==> src/rtl/imm_gen_pipe_if.sv <==
// Handshake bundle for imm_gen_pipe: instruction stream in, decoded immediate stream out.
// The master modport is the environment side (producer of instructions and consumer of
// results); the slave modport is the decoder block itself.
interface imm_gen_pipe_if #(
  parameter int unsigned XLEN = 32
);
  logic            in_valid;
  logic            in_ready;
  logic [31:0]     in_instr;
  logic            out_valid;
  logic            out_ready;
  logic [XLEN-1:0] out_imm;
  logic [2:0]      out_fmt;
  logic            out_unknown;

  modport master (
    output in_valid, in_instr, out_ready,
    input  in_ready, out_valid, out_imm, out_fmt, out_unknown
  );

  modport slave (
    input  in_valid, in_instr, out_ready,
    output in_ready, out_valid, out_imm, out_fmt, out_unknown
  );
endinterface

==> src/rtl/imm_gen_pipe.sv <==
// Registered RV immediate generator with a 2-entry skid buffer (output register + skid entry)
// and a saturating delivered-result counter.
// Optional macro IMM_ZICSR_EN: decode SYSTEM (1110011) CSR immediates (fmt 6 uimm, fmt 7 addr);
// when undefined, SYSTEM opcodes are reported as unknown.
module imm_gen_pipe #(
  parameter int unsigned XLEN  = 32,
  parameter int unsigned CNT_W = 16
) (
  input  logic             clk,
  input  logic             rst_n,
  input  logic             flush,
  imm_gen_pipe_if.slave    bus,
  output logic [CNT_W-1:0] decode_cnt
);

  localparam logic [2:0] FmtNone = 3'd0;
  localparam logic [2:0] FmtI    = 3'd1;
  localparam logic [2:0] FmtS    = 3'd2;
  localparam logic [2:0] FmtB    = 3'd3;
  localparam logic [2:0] FmtU    = 3'd4;
  localparam logic [2:0] FmtJ    = 3'd5;
`ifdef IMM_ZICSR_EN
  localparam logic [2:0] FmtZ    = 3'd6;
  localparam logic [2:0] FmtC    = 3'd7;
`endif

  localparam logic [CNT_W-1:0] CntMax = {CNT_W{1'b1}};

  logic [31:0]     instr;
  logic [6:0]      opcode;
  logic [31:0]     imm_i, imm_s, imm_b, imm_u, imm_j;
  logic [XLEN-1:0] dec_imm;
  logic [2:0]      dec_fmt;
  logic            dec_unk;

  logic            out_valid_q, out_valid_d;
  logic [XLEN-1:0] out_imm_q, out_imm_d;
  logic [2:0]      out_fmt_q, out_fmt_d;
  logic            out_unk_q, out_unk_d;

  logic            skid_valid_q, skid_valid_d;
  logic [XLEN-1:0] skid_imm_q, skid_imm_d;
  logic [2:0]      skid_fmt_q, skid_fmt_d;
  logic            skid_unk_q, skid_unk_d;

  logic [CNT_W-1:0] cnt_q, cnt_d;

  logic accept, deliver;

  assign instr  = bus.in_instr;
  assign opcode = instr[6:0];

  // Raw 32-bit immediates; widened to XLEN by sign extension in the decoder.
  assign imm_i = {{20{instr[31]}}, instr[31:20]};
  assign imm_s = {{20{instr[31]}}, instr[31:25], instr[11:7]};
  assign imm_b = {{19{instr[31]}}, instr[31], instr[7], instr[30:25], instr[11:8], 1'b0};
  assign imm_u = {instr[31:12], 12'b0};
  assign imm_j = {{11{instr[31]}}, instr[31], instr[19:12], instr[20], instr[30:21], 1'b0};

  // Combinational decode of the presented instruction.
  always_comb begin
    dec_imm = '0;
    dec_fmt = FmtNone;
    dec_unk = 1'b0;
    case (opcode)
      7'b0000011, 7'b0010011, 7'b1100111: begin
        dec_imm = XLEN'($signed(imm_i));
        dec_fmt = FmtI;
      end
      7'b0011011: begin
        // OP-IMM-32 only exists on RV64
        if (XLEN == 64) begin
          dec_imm = XLEN'($signed(imm_i));
          dec_fmt = FmtI;
        end else begin
          dec_unk = 1'b1;
        end
      end
      7'b0100011: begin
        dec_imm = XLEN'($signed(imm_s));
        dec_fmt = FmtS;
      end
      7'b1100011: begin
        dec_imm = XLEN'($signed(imm_b));
        dec_fmt = FmtB;
      end
      7'b0110111, 7'b0010111: begin
        dec_imm = XLEN'($signed(imm_u));
        dec_fmt = FmtU;
      end
      7'b1101111: begin
        dec_imm = XLEN'($signed(imm_j));
        dec_fmt = FmtJ;
      end
      7'b0110011: begin
        // R-type: legitimately has no immediate
        dec_fmt = FmtNone;
      end
`ifdef IMM_ZICSR_EN
      7'b1110011: begin
        if (instr[14]) begin
          dec_imm = XLEN'(instr[19:15]);
          dec_fmt = FmtZ;
        end else if (instr[13:12] != 2'b00) begin
          dec_imm = XLEN'(instr[31:20]);
          dec_fmt = FmtC;
        end
      end
`endif
      default: dec_unk = 1'b1;
    endcase
  end

  // in_ready is the registered "skid entry empty" flag, so it never depends on out_ready.
  assign bus.in_ready = ~skid_valid_q;
  assign accept       = bus.in_valid & ~skid_valid_q & ~flush;
  assign deliver      = out_valid_q & bus.out_ready;

  // Skid-buffer and counter next-state.
  always_comb begin
    out_valid_d  = out_valid_q;
    out_imm_d    = out_imm_q;
    out_fmt_d    = out_fmt_q;
    out_unk_d    = out_unk_q;
    skid_valid_d = skid_valid_q;
    skid_imm_d   = skid_imm_q;
    skid_fmt_d   = skid_fmt_q;
    skid_unk_d   = skid_unk_q;
    cnt_d        = cnt_q;

    if (deliver && (cnt_q != CntMax)) begin
      cnt_d = cnt_q + 1'b1;
    end

    if (flush) begin
      out_valid_d  = 1'b0;
      skid_valid_d = 1'b0;
    end else if (!out_valid_q || deliver) begin
      // Output register is free this cycle; skid holds the older entry if occupied.
      if (skid_valid_q) begin
        out_valid_d  = 1'b1;
        out_imm_d    = skid_imm_q;
        out_fmt_d    = skid_fmt_q;
        out_unk_d    = skid_unk_q;
        skid_valid_d = 1'b0;
      end else if (accept) begin
        out_valid_d = 1'b1;
        out_imm_d   = dec_imm;
        out_fmt_d   = dec_fmt;
        out_unk_d   = dec_unk;
      end else begin
        out_valid_d = 1'b0;
      end
    end else if (accept) begin
      // Output stalled: park the new result in the skid entry.
      skid_valid_d = 1'b1;
      skid_imm_d   = dec_imm;
      skid_fmt_d   = dec_fmt;
      skid_unk_d   = dec_unk;
    end
  end

  // State registers, cleared asynchronously.
  always_ff @(posedge clk or negedge rst_n) begin
    if (!rst_n) begin
      out_valid_q  <= 1'b0;
      out_imm_q    <= '0;
      out_fmt_q    <= FmtNone;
      out_unk_q    <= 1'b0;
      skid_valid_q <= 1'b0;
      skid_imm_q   <= '0;
      skid_fmt_q   <= FmtNone;
      skid_unk_q   <= 1'b0;
      cnt_q        <= '0;
    end else begin
      out_valid_q  <= out_valid_d;
      out_imm_q    <= out_imm_d;
      out_fmt_q    <= out_fmt_d;
      out_unk_q    <= out_unk_d;
      skid_valid_q <= skid_valid_d;
      skid_imm_q   <= skid_imm_d;
      skid_fmt_q   <= skid_fmt_d;
      skid_unk_q   <= skid_unk_d;
      cnt_q        <= cnt_d;
    end
  end

  assign bus.out_valid   = out_valid_q;
  assign bus.out_imm     = out_imm_q;
  assign bus.out_fmt     = out_fmt_q;
  assign bus.out_unknown = out_unk_q;
  assign decode_cnt      = cnt_q;

endmodule

==> src/flat_wrapper.sv <==
// flat-port wrapper written by rule: the top's interface ports become plain ports
module imm_gen_pipe_flat 
#(
  parameter int unsigned XLEN  = 32,
  parameter int unsigned CNT_W = 16
)
  (clk, rst_n, flush, decode_cnt, bus_in_valid, bus_in_instr, bus_out_ready, bus_in_ready, bus_out_valid, bus_out_imm, bus_out_fmt, bus_out_unknown);
  imm_gen_pipe_if #(.XLEN(XLEN)) bus_i ();
  input  logic clk;
  input  logic rst_n;
  input  logic flush;
  output logic [CNT_W-1:0] decode_cnt;
  input wire logic [$bits(bus_i.in_valid)-1:0] bus_in_valid;
  input wire logic [$bits(bus_i.in_instr)-1:0] bus_in_instr;
  input wire logic [$bits(bus_i.out_ready)-1:0] bus_out_ready;
  output wire logic [$bits(bus_i.in_ready)-1:0] bus_in_ready;
  output wire logic [$bits(bus_i.out_valid)-1:0] bus_out_valid;
  output wire logic [$bits(bus_i.out_imm)-1:0] bus_out_imm;
  output wire logic [$bits(bus_i.out_fmt)-1:0] bus_out_fmt;
  output wire logic [$bits(bus_i.out_unknown)-1:0] bus_out_unknown;
  assign bus_i.in_valid = bus_in_valid;
  assign bus_i.in_instr = bus_in_instr;
  assign bus_i.out_ready = bus_out_ready;
  assign bus_in_ready = bus_i.in_ready;
  assign bus_out_valid = bus_i.out_valid;
  assign bus_out_imm = bus_i.out_imm;
  assign bus_out_fmt = bus_i.out_fmt;
  assign bus_out_unknown = bus_i.out_unknown;
  imm_gen_pipe #(.XLEN(XLEN), .CNT_W(CNT_W)) u_core (.clk(clk), .rst_n(rst_n), .flush(flush), .bus(bus_i), .decode_cnt(decode_cnt));
endmodule
==> config.mk <==
export PLATFORM = sky130hd
export DESIGN_NAME = imm_gen_pipe_flat
export DESIGN_NICKNAME = d
export VERILOG_FILES = /design/src/rtl/imm_gen_pipe_if.sv /design/src/rtl/imm_gen_pipe.sv /design/src/flat_wrapper.sv
export SDC_FILE = /design/constraint.sdc
export NUM_CORES = 1
export LEC_CHECK = 0
export ABC_AREA = 0
export CORE_UTILIZATION = 50
export DETAILED_ROUTE_END_ITERATION = 8
export GPL_ROUTABILITY_DRIVEN = 1
export MAX_ROUTING_LAYER = met4
export PLACE_DENSITY = 0.79
export RECOVER_POWER = 50
export SYNTH_ARGS = -nofsm -noshare
export SYNTH_HDL_FRONTEND = slang
export SYNTH_SLANG_ARGS = --single-unit
==> constraint.sdc <==
create_clock -name clk -period 3.7 [get_ports clk]
set_clock_uncertainty 0.1 [all_clocks]
set_input_delay 0.74 -clock clk [delete_from_list [all_inputs] [get_ports clk]]
set_output_delay 0.74 -clock clk [all_outputs]
set_load 0.01 [all_outputs]
Word level (Yosys, flattened, before mapping)
Cells that the tools add are included.
Widths: inputs -> output; s select.
{"block": "word_totals", "regBits": 90, "in_bits": 37, "output_inout_bits": 54, "elab_cells": 53}
{"block": "classes", "addsub": 1, "n_eq_ne": 10, "muxes": 16, "bitwise_logic": 6, "reduce_logical": 11}
{"operator": "$pmux 32 s5", "count": 1}
{"operator": "$mux 32", "count": 2}
{"operator": "$eq 7x6->1 const B", "count": 3}
{"operator": "$eq 7x7->1 const B", "count": 3}
{"operator": "$add 16x1->16 const B", "count": 1}
{"operator": "$ne 16x16->1 const B", "count": 1}
{"operator": "$pmux 3 s5", "count": 1}
{"operator": "$eq 7x5->1 const B", "count": 2}
{"operator": "$mux 1", "count": 10}
{"operator": "$reduce_or 9->1", "count": 1}
{"operator": "$eq 7x2->1 const B", "count": 1}
{"operator": "$mux 3", "count": 2}
{"operator": "$reduce_and 3->1", "count": 2}
{"operator": "$reduce_bool 2->1", "count": 2}
{"operator": "$and 1x1->1", "count": 3}
{"operator": "$not 1->1", "count": 3}
{"operator": "$reduce_bool 3->1", "count": 1}
{"operator": "$reduce_or 3->1", "count": 1}
{"operator": "$reduce_or 2->1", "count": 1}
{"operator": "$logic_and 1x1->1", "count": 1}
{"operator": "$logic_not 1->1", "count": 1}
{"operator": "$logic_or 1x1->1", "count": 1}

Logic depth before layout (Yosys ltp)
Gate-level depths: netlist of the first run.
{"block": "depth", "word_depth": 7, "depth_mapped": 8, "mapped_depth_nobuf": 6}

Worst setup path before layout of the first run
No wires, ideal clock.
{"block": "synth_timing", "path_type": "register to output", "startpoint": "register u_core.skid_valid_q", "endpoint": "output bus_in_ready", "arrival_time_ps": 1172, "setup_slack_ps": 1688, "path_stages_with_launch": 5, "n_path_buf": 3, "path_cell_list": "dfrtp_1 -> buf_4 -> inv_1 -> clkbuf_1 -> clkbuf_1"}
{"block": "synth_between", "elab_chain_cells": 1}
{"element": "from (decl)", "line_no": "imm_gen_pipe.sv:41", "text": "logic skid_valid_q, skid_valid_d;"}
{"element": "from (signal assigned)", "line_no": "imm_gen_pipe.sv:180", "text": "skid_valid_q <= skid_valid_d;"}
{"element": "$not 1->1", "line_no": "imm_gen_pipe.sv:115", "text": "assign bus.in_ready = ~skid_valid_q;"}
{"element": "to (decl)", "line_no": "flat_wrapper.sv:16", "text": "output wire logic [$bits(bus_i.in_ready)-1:0] bus_in_ready;"}
No other way between the ends.

Final worst setup path of the first run
{"block": "layout_timing", "startpoint": "input bus_in_valid", "endpoint": "register u_core.out_imm_q[31] (netlist: u_core.bus.out_imm[31])"}
{"block": "layout_between", "elab_chain_cells": 4}
{"element": "from (decl)", "line_no": "flat_wrapper.sv:13", "text": "input wire logic [$bits(bus_i.in_valid)-1:0] bus_in_valid;"}
{"element": "$and 1x1->1 (2 in a row)", "line_no": "imm_gen_pipe.sv:116", "text": "assign accept = bus.in_valid & ~skid_valid_q & ~flush;"}
{"element": "$reduce_bool 2->1 (no source line)"}
{"element": "$reduce_and 3->1 (no source line)"}
{"element": "to (signal assigned)", "line_no": "imm_gen_pipe.sv:177", "text": "out_imm_q <= out_imm_d;"}
{"element": "to (decl)", "line_no": "imm_gen_pipe.sv:37", "text": "logic [XLEN-1:0] out_imm_q, out_imm_d;"}
No other way between the ends.
A chain may end at the register's enable or synchronous reset.

==> results.md, run 1 <==
* Status: complete, but fails checks
* Failing checks: capacitance limit, slew limit
* Fmax at 360 MHz
* Chip width at 92.7 µm
* Worst R2R Setup Slack at 1420 ps
* Final Critical Period at 2780 ps
* Req. time, crit path at 3890 ps
* Clock sinks at 90
* Max-slew violation count at 91
* CP Class: input pin to register
* CTS Buf Count at 9
* Routed Antenna Nets at 0
* Cell taking the most area after synthesis: dfrtp_1
* Detailed Route Iter0 Violations at 350
* # port buffers at 90
* Post-synth EDFFs at 0
* CTS clock-pin slew for the worst setup and hold paths at 100 ps
* Share of layout cells above drive strength 1 at 5.48%
* Ant. Diodes at 0
* DR DRC count at 0
* Core ar. at 7850 µm²
* Worst Tran Pin Value at 2220 ps
* Final nets at 562
* Yosys top cell area share at 54.7%
* Syn Area/Cell at 9.33 µm²
* Total length of routed wires at 10700 µm
* Distinct cells, synth at 48
* Synth top area cells: dfrtp_1, a21oi_1, nand2_1
* Pleak at 2.23 nW
* Row cnt at 32
* Power Density at 456 nW/µm²
* Clk buf depth at 2
* H-Tree Depth at 3
* Root Driver: clkbuf_8
* CTS resizes at 0
* Setup_tns at 0 ps
* Wire per inst at 17.0 µm
* Vias in the first global route at 3489
* Maximum VDD drop at 0.356 mV
* HPWL after DPL at 7060 µm
* Final global-route overflow total at 0
* Final hold violation count at 0
* CP Capture Type: register
* FFs w/ async S/R, synth at 100%
* Drt pass-1 iters at 5
* Leading cell types by count after synthesis: dfrtp_1, a21oi_1, nand2_1
* Syn_nets at 479
* Pin count of the biggest net entering global routing at 91
* Synth Flop Type: dfrtp_1
* Period Utilization, post-route at 75.0%
* Clock Latency Late Sink at 360 ps
* # IOs at 91
* Die Ht at 92.7 µm
* Crit-path max FO at 32
* Die area at 8600 µm²
* Vias per Instance at 5.82
* Cts hold-fix bufs at 0
* RD Place Congestion at 0.904
* Syn Inst Count at 441
* DP Area at 5070 µm²
* Register area share after synthesis at 54.7%
* Area delta synth->final at 28.0%
* Most numerous cell in the Yosys netlist: dfrtp_1
* Postcts setup bufs at 0
* Endpoints failing setup at 0
* CP arrival at 2970 ps
* RSZ-0062 raised after global routing: no
* Synth Register Bits at 90
* Routed vias at 3675
* Fin area at 5270 µm²
* Maxcap violations at 1
* Hold crit path type: register to register
* Starting Density at 52.5%
* Yosys Warn Count at 0
* Global-route wire length before repair at 18100 µm
* Worst slew margin at -48.2%
* GRT Total Usage at 27.8%
* Crit path launch type: input pin
* Number of antenna violations at the first check in global routing at 0
* Synthesized area at 4120 µm²
* CTS tree: yes
worst paths after layout:
| kind | from | cells past startpoint | end |
|---|---|---|---|
| worst max register to register | u_core.bus.out_valid$_DFFE_PN0N_ | 5 | u_core.bus.out_imm[19]$_DFFE_PN0P_ |
| max in group asynchronous | rst_n | 1 | u_core.bus.out_fmt[1]$_DFFE_PN0P_ |
| worst max-delay path | bus_in_valid | 6 | u_core.bus.out_imm[31]$_DFFE_PN0P_ |
| min in group asynchronous | rst_n | 1 | u_core.bus.out_unknown$_DFFE_PN0P_ |
| worst min register to register | u_core.skid_imm_q[3]$_DFFE_PN0P_ | 2 | u_core.skid_imm_q[3]$_DFFE_PN0P_ |
| worst min-delay path | u_core.skid_imm_q[3]$_DFFE_PN0P_ | 2 | u_core.skid_imm_q[3]$_DFFE_PN0P_ |
cells in the final DEF, fill, tap and decap left out, types with 5 or more instances in the layout:
| cell type | n |
|---|---|
| a21oi_1 | 65 |
| and3_1 | 11 |
| buf_4 | 8 |
| clkbuf_8 | 9 |
| clkdlybuf4s50_1 | 73 |
| dfrtp_1 | 90 |
| dlygate4sd3_1 | 16 |
| inv_1 | 5 |
| nand2_1 | 61 |
| nand3_1 | 21 |
| nor2_1 | 41 |
| o21ai_0 | 16 |
| o21ai_1 | 27 |
| or3_1 | 20 |
| xnor2_1 | 9 |
where the power goes:
part	switching (mW)	internal, mW	leakage [nW]
combinational	0.230	0.250	0.992
sequential	0.0936	1.12	1.15
clock	0.384	0.324	0.0959
total	0.707	1.70	2.23
state kept, by name, summed over array words and instances, names as in the netlist:
signal and flops:
u_core.skid_valid_q 1, u_core.skid_unk_q 1, u_core.bus.out_unknown 1, u_core.skid_imm_q 32
u_core.bus.out_valid 1, u_core.decode_cnt 16, u_core.bus.out_imm 32, u_core.skid_fmt_q 3
u_core.bus.out_fmt 3
per-stage QoR:
stage	util, %	hold WS, ps	setup WS, ps	power, mW	instances
after detailed placement	64.6	363	627	1.72	615
after global routing	67.1	404	711	2.52	631
final	67.1	385	925	2.40	631
after global placement	64.6	354	686	1.70	615
after floorplan	-	340	1690	1.44	441
after CTS	67.3	388	1000	2.43	631
cell families (layout without fill, tap and decap cells):
kind of cell / after synthesis / after routing / synth area share (%)
flip-flops: 90 / 90 / 54.7
multiplexers: 2 / 2 / 0.517
AO/OA/AOI/OAI: 128 / 128 / 17.4
XOR/XNOR: 13 / 13 / 2.77
adder cells (fa/ha/maj): 1 / 1 / 0.304
AND/OR/NAND/NOR: 176 / 176 / 20.6
buffers and inverters: 31 / 119 / 3.77
worst max-delay path, cell delays in order:
cell	delay, ps
dlygate4sd3_1	580
nor2_1	310
or3_1	840
buf_4	290
a21oi_1	50
a21oi_1	150
cell type report:
class	count	area [µm²]
Inverter	5	18.8
Timing Repair Buffer	98	956
Multi-Input combinational cell	320	1710
Clock inverter	7	83.8
Fill cell	662	2580
Tap cell	102	128
Clock buffer	9	124
Sequential cell	90	2250
layer usage:
metal | GRT usage [%] | wire length (µm) | share of wire (%)
met5 | - | 0 | 0
met4 | 8.85 | 149 | 1.4
met3 | 3.86 | 806 | 7.5
met2 | 40.6 | 4970 | 46
met1 | 40.6 | 4810 | 45
(Power assumes the default switching activity.)
==> run 2: changes to the inputs <==
==> constraint.sdc (replaced) <==
create_clock -name clk -period 2.75 [get_ports clk]
set_clock_uncertainty 0.1 [all_clocks]
set_input_delay 0.55 -clock clk [delete_from_list [all_inputs] [get_ports clk]]
set_output_delay 0.55 -clock clk [all_outputs]
set_load 0.01 [all_outputs]
==> results.md, run 2 (synthesized netlist as in run 1, its figures left out) <==
* Worst Reg-to-Reg Cells at 6
* R2r endpoint: u_core.bus.out_imm[16]$_DFFE_PN0P_
* Ant. Diodes at 0
* Period Utilization, post-route at 84.1%
* Final nets at 566
* RSZ-0062 raised after global routing: no
* Final global-route overflow total at 0
* Drt pass-1 iters at 4
* Routed vias at 3662
* Fin area at 5280 µm²
* Root Driver: clkbuf_8
* HPWL after DPL at 7110 µm
* CTS tree: yes
* Worst R2R Setup Slack at 610 ps
* Core ar. at 7850 µm²
* Total length of routed wires at 10500 µm
* Clock sinks at 90
* CP Capture Type: register
* Chip width at 92.7 µm
* CP startpoint: bus_in_instr[2]
* CP arrival at 2430 ps
* Vias in the first global route at 3502
* # IOs at 91
* Area delta synth->final at 28.2%
* Final hold violation count at 0
* Global-route wire length before repair at 17300 µm
* Row cnt at 32
* Slowest cell on crit path: dlygate4sd3_1
* GRT Total Usage at 26.8%
* DR DRC count at 0
* Area of the multi-input gates at 1710 µm²
* Post-layout worst setup margin at 439 ps
* Pleak at 2.25 nW
* Starting Density at 52.5%
* RD Place Congestion at 0.949
* Maxcap violations at 1
* Postcts setup bufs at 0
* Worst slew margin at -30.5%
* Endpoints failing setup at 0
* Clk buf depth at 2
* Total Power at 3.09 mW
* Crit path launch type: input pin
* Register Area at 2250 µm²
* Setup_tns at 0 ps
* CP Class: input pin to register
* Status: complete, but fails checks
* Vias per Instance at 5.77
* # port buffers at 90
* Power Density at 585 nW/µm²
* Pin count of the biggest net entering global routing at 57
* Hold crit path type: register to register
* Die area at 8600 µm²
* Req. time, crit path at 2870 ps
* Failing checks: capacitance limit, slew limit
* CTS clock-pin slew for the worst setup and hold paths at 90 ps
* Number of fill cells at 687
* CTS Buf Count at 9
* Cts hold-fix bufs at 0
* Hold_sp: u_core.skid_fmt_q[0]$_DFFE_PN0P_
* Fmax at 433 MHz
* Routed Antenna Nets at 0
* RR Startpoint: u_core.skid_valid_q$_DFFE_PN0P_
* Worst Tran Pin Value at 1960 ps
* Crit-path most repeated cell: nor2_1
* Share of layout cells above drive strength 1 at 6.00%
* Most frequent cells in the layout: dfrtp_1, clkdlybuf4s50_1, a21oi_1, nand2_1, nor2_1
* CP max stage delay at 740 ps
* CP endpoint: u_core.bus.out_imm[16]$_DFFE_PN0P_
* Clock Latency Late Sink at 350 ps
* Maximum VDD drop at 0.424 mV
* DP Area at 5110 µm²
* Cell Chain, Critical Path: dlygate4sd3_1, nor2_1, o211ai_1, a21boi_1, nor2_1, a21oi_1
* Crit-path max FO at 10
* Worst slack at placement at 160 ps
* Detailed Route Iter0 Violations at 372
* Max-slew violation count at 35
* Number of antenna violations at the first check in global routing at 0
* Die Ht at 92.7 µm
* Most common cell after layout, fill and taps aside: dfrtp_1
* Final Critical Period at 2310 ps
* H-Tree Depth at 3
* Wire per inst at 16.6 µm
* CTS resizes at 0
[run 2: cell count changes in the layout (fill, tap and decap cells not counted), moves of 2 or more]
cell / change
dlygate4sd3_1: +7
clkbuf_1: +2
clkdlybuf4s50_1: -7
inv_8: -2
buf_4: +3
clkinv_2: +2
[run 2: routing by layer]
| layer | track usage, % | wire [µm] | up-vias |
|---|---|---|---|
| li1 | - | - | 1714 |
| met3 | 4.27 | 702 | 18 |
| met4 | 8.72 | 155 | 0 |
| met1 | 38.9 | 4850 | 1781 |
| met5 | - | 0 | - |
| met2 | 38.9 | 4820 | 149 |
[run 2: through the flow]
| step | utilization [%] | hold WS, ps | instances |
|---|---|---|---|
| CTS | 67.3 | 49.8 | 635 |
| finish | 67.3 | 381 | 635 |
| detailed placement | 65.2 | 362 | 619 |
| global route | 67.3 | 414 | 635 |
| global placement | 65.2 | 354 | 619 |
| floorplan | - | 154 | 441 |
[run 2: layout make-up]
type,count,area share [%]
flip-flops and latches,90,42.7
inverters,5,0.356
clock buffers,10,2.42
clock inverters,6,0.806
repair buffers,102,18.9
multi-input cells,320,32.4
well taps,102,2.42
[run 2: critical path, delay by kind of cell]
kind            cells  cell delay (ps)
simple gates        2              670
buf+inv             1              740
compound gates      3              470
[run 2: report_power, final]
part	leakage, nW	internal (mW)	switching (mW)
Combinational	1.02	0.334	0.312
Sequential	1.15	1.51	0.126
Clock	0.0827	0.330	0.475
Total	2.25	2.17	0.913
[run 2: worst min-delay path by stage]
stage,endpoint,slack (ps),cells past startpoint
final,u_core.skid_fmt_q[0]$_DFFE_PN0P_,380,2
after global routing,u_core.skid_imm_q[8]$_DFFE_PN0P_,410,2
after CTS,u_core.bus.out_imm[31]$_DFFE_PN0P_,50,1
after detailed placement,u_core.skid_fmt_q[2]$_DFFE_PN0P_,360,2
after global placement,u_core.skid_fmt_q[2]$_DFFE_PN0P_,350,2
after floorplan,u_core.bus.out_fmt[0]$_DFFE_PN0P_,150,0
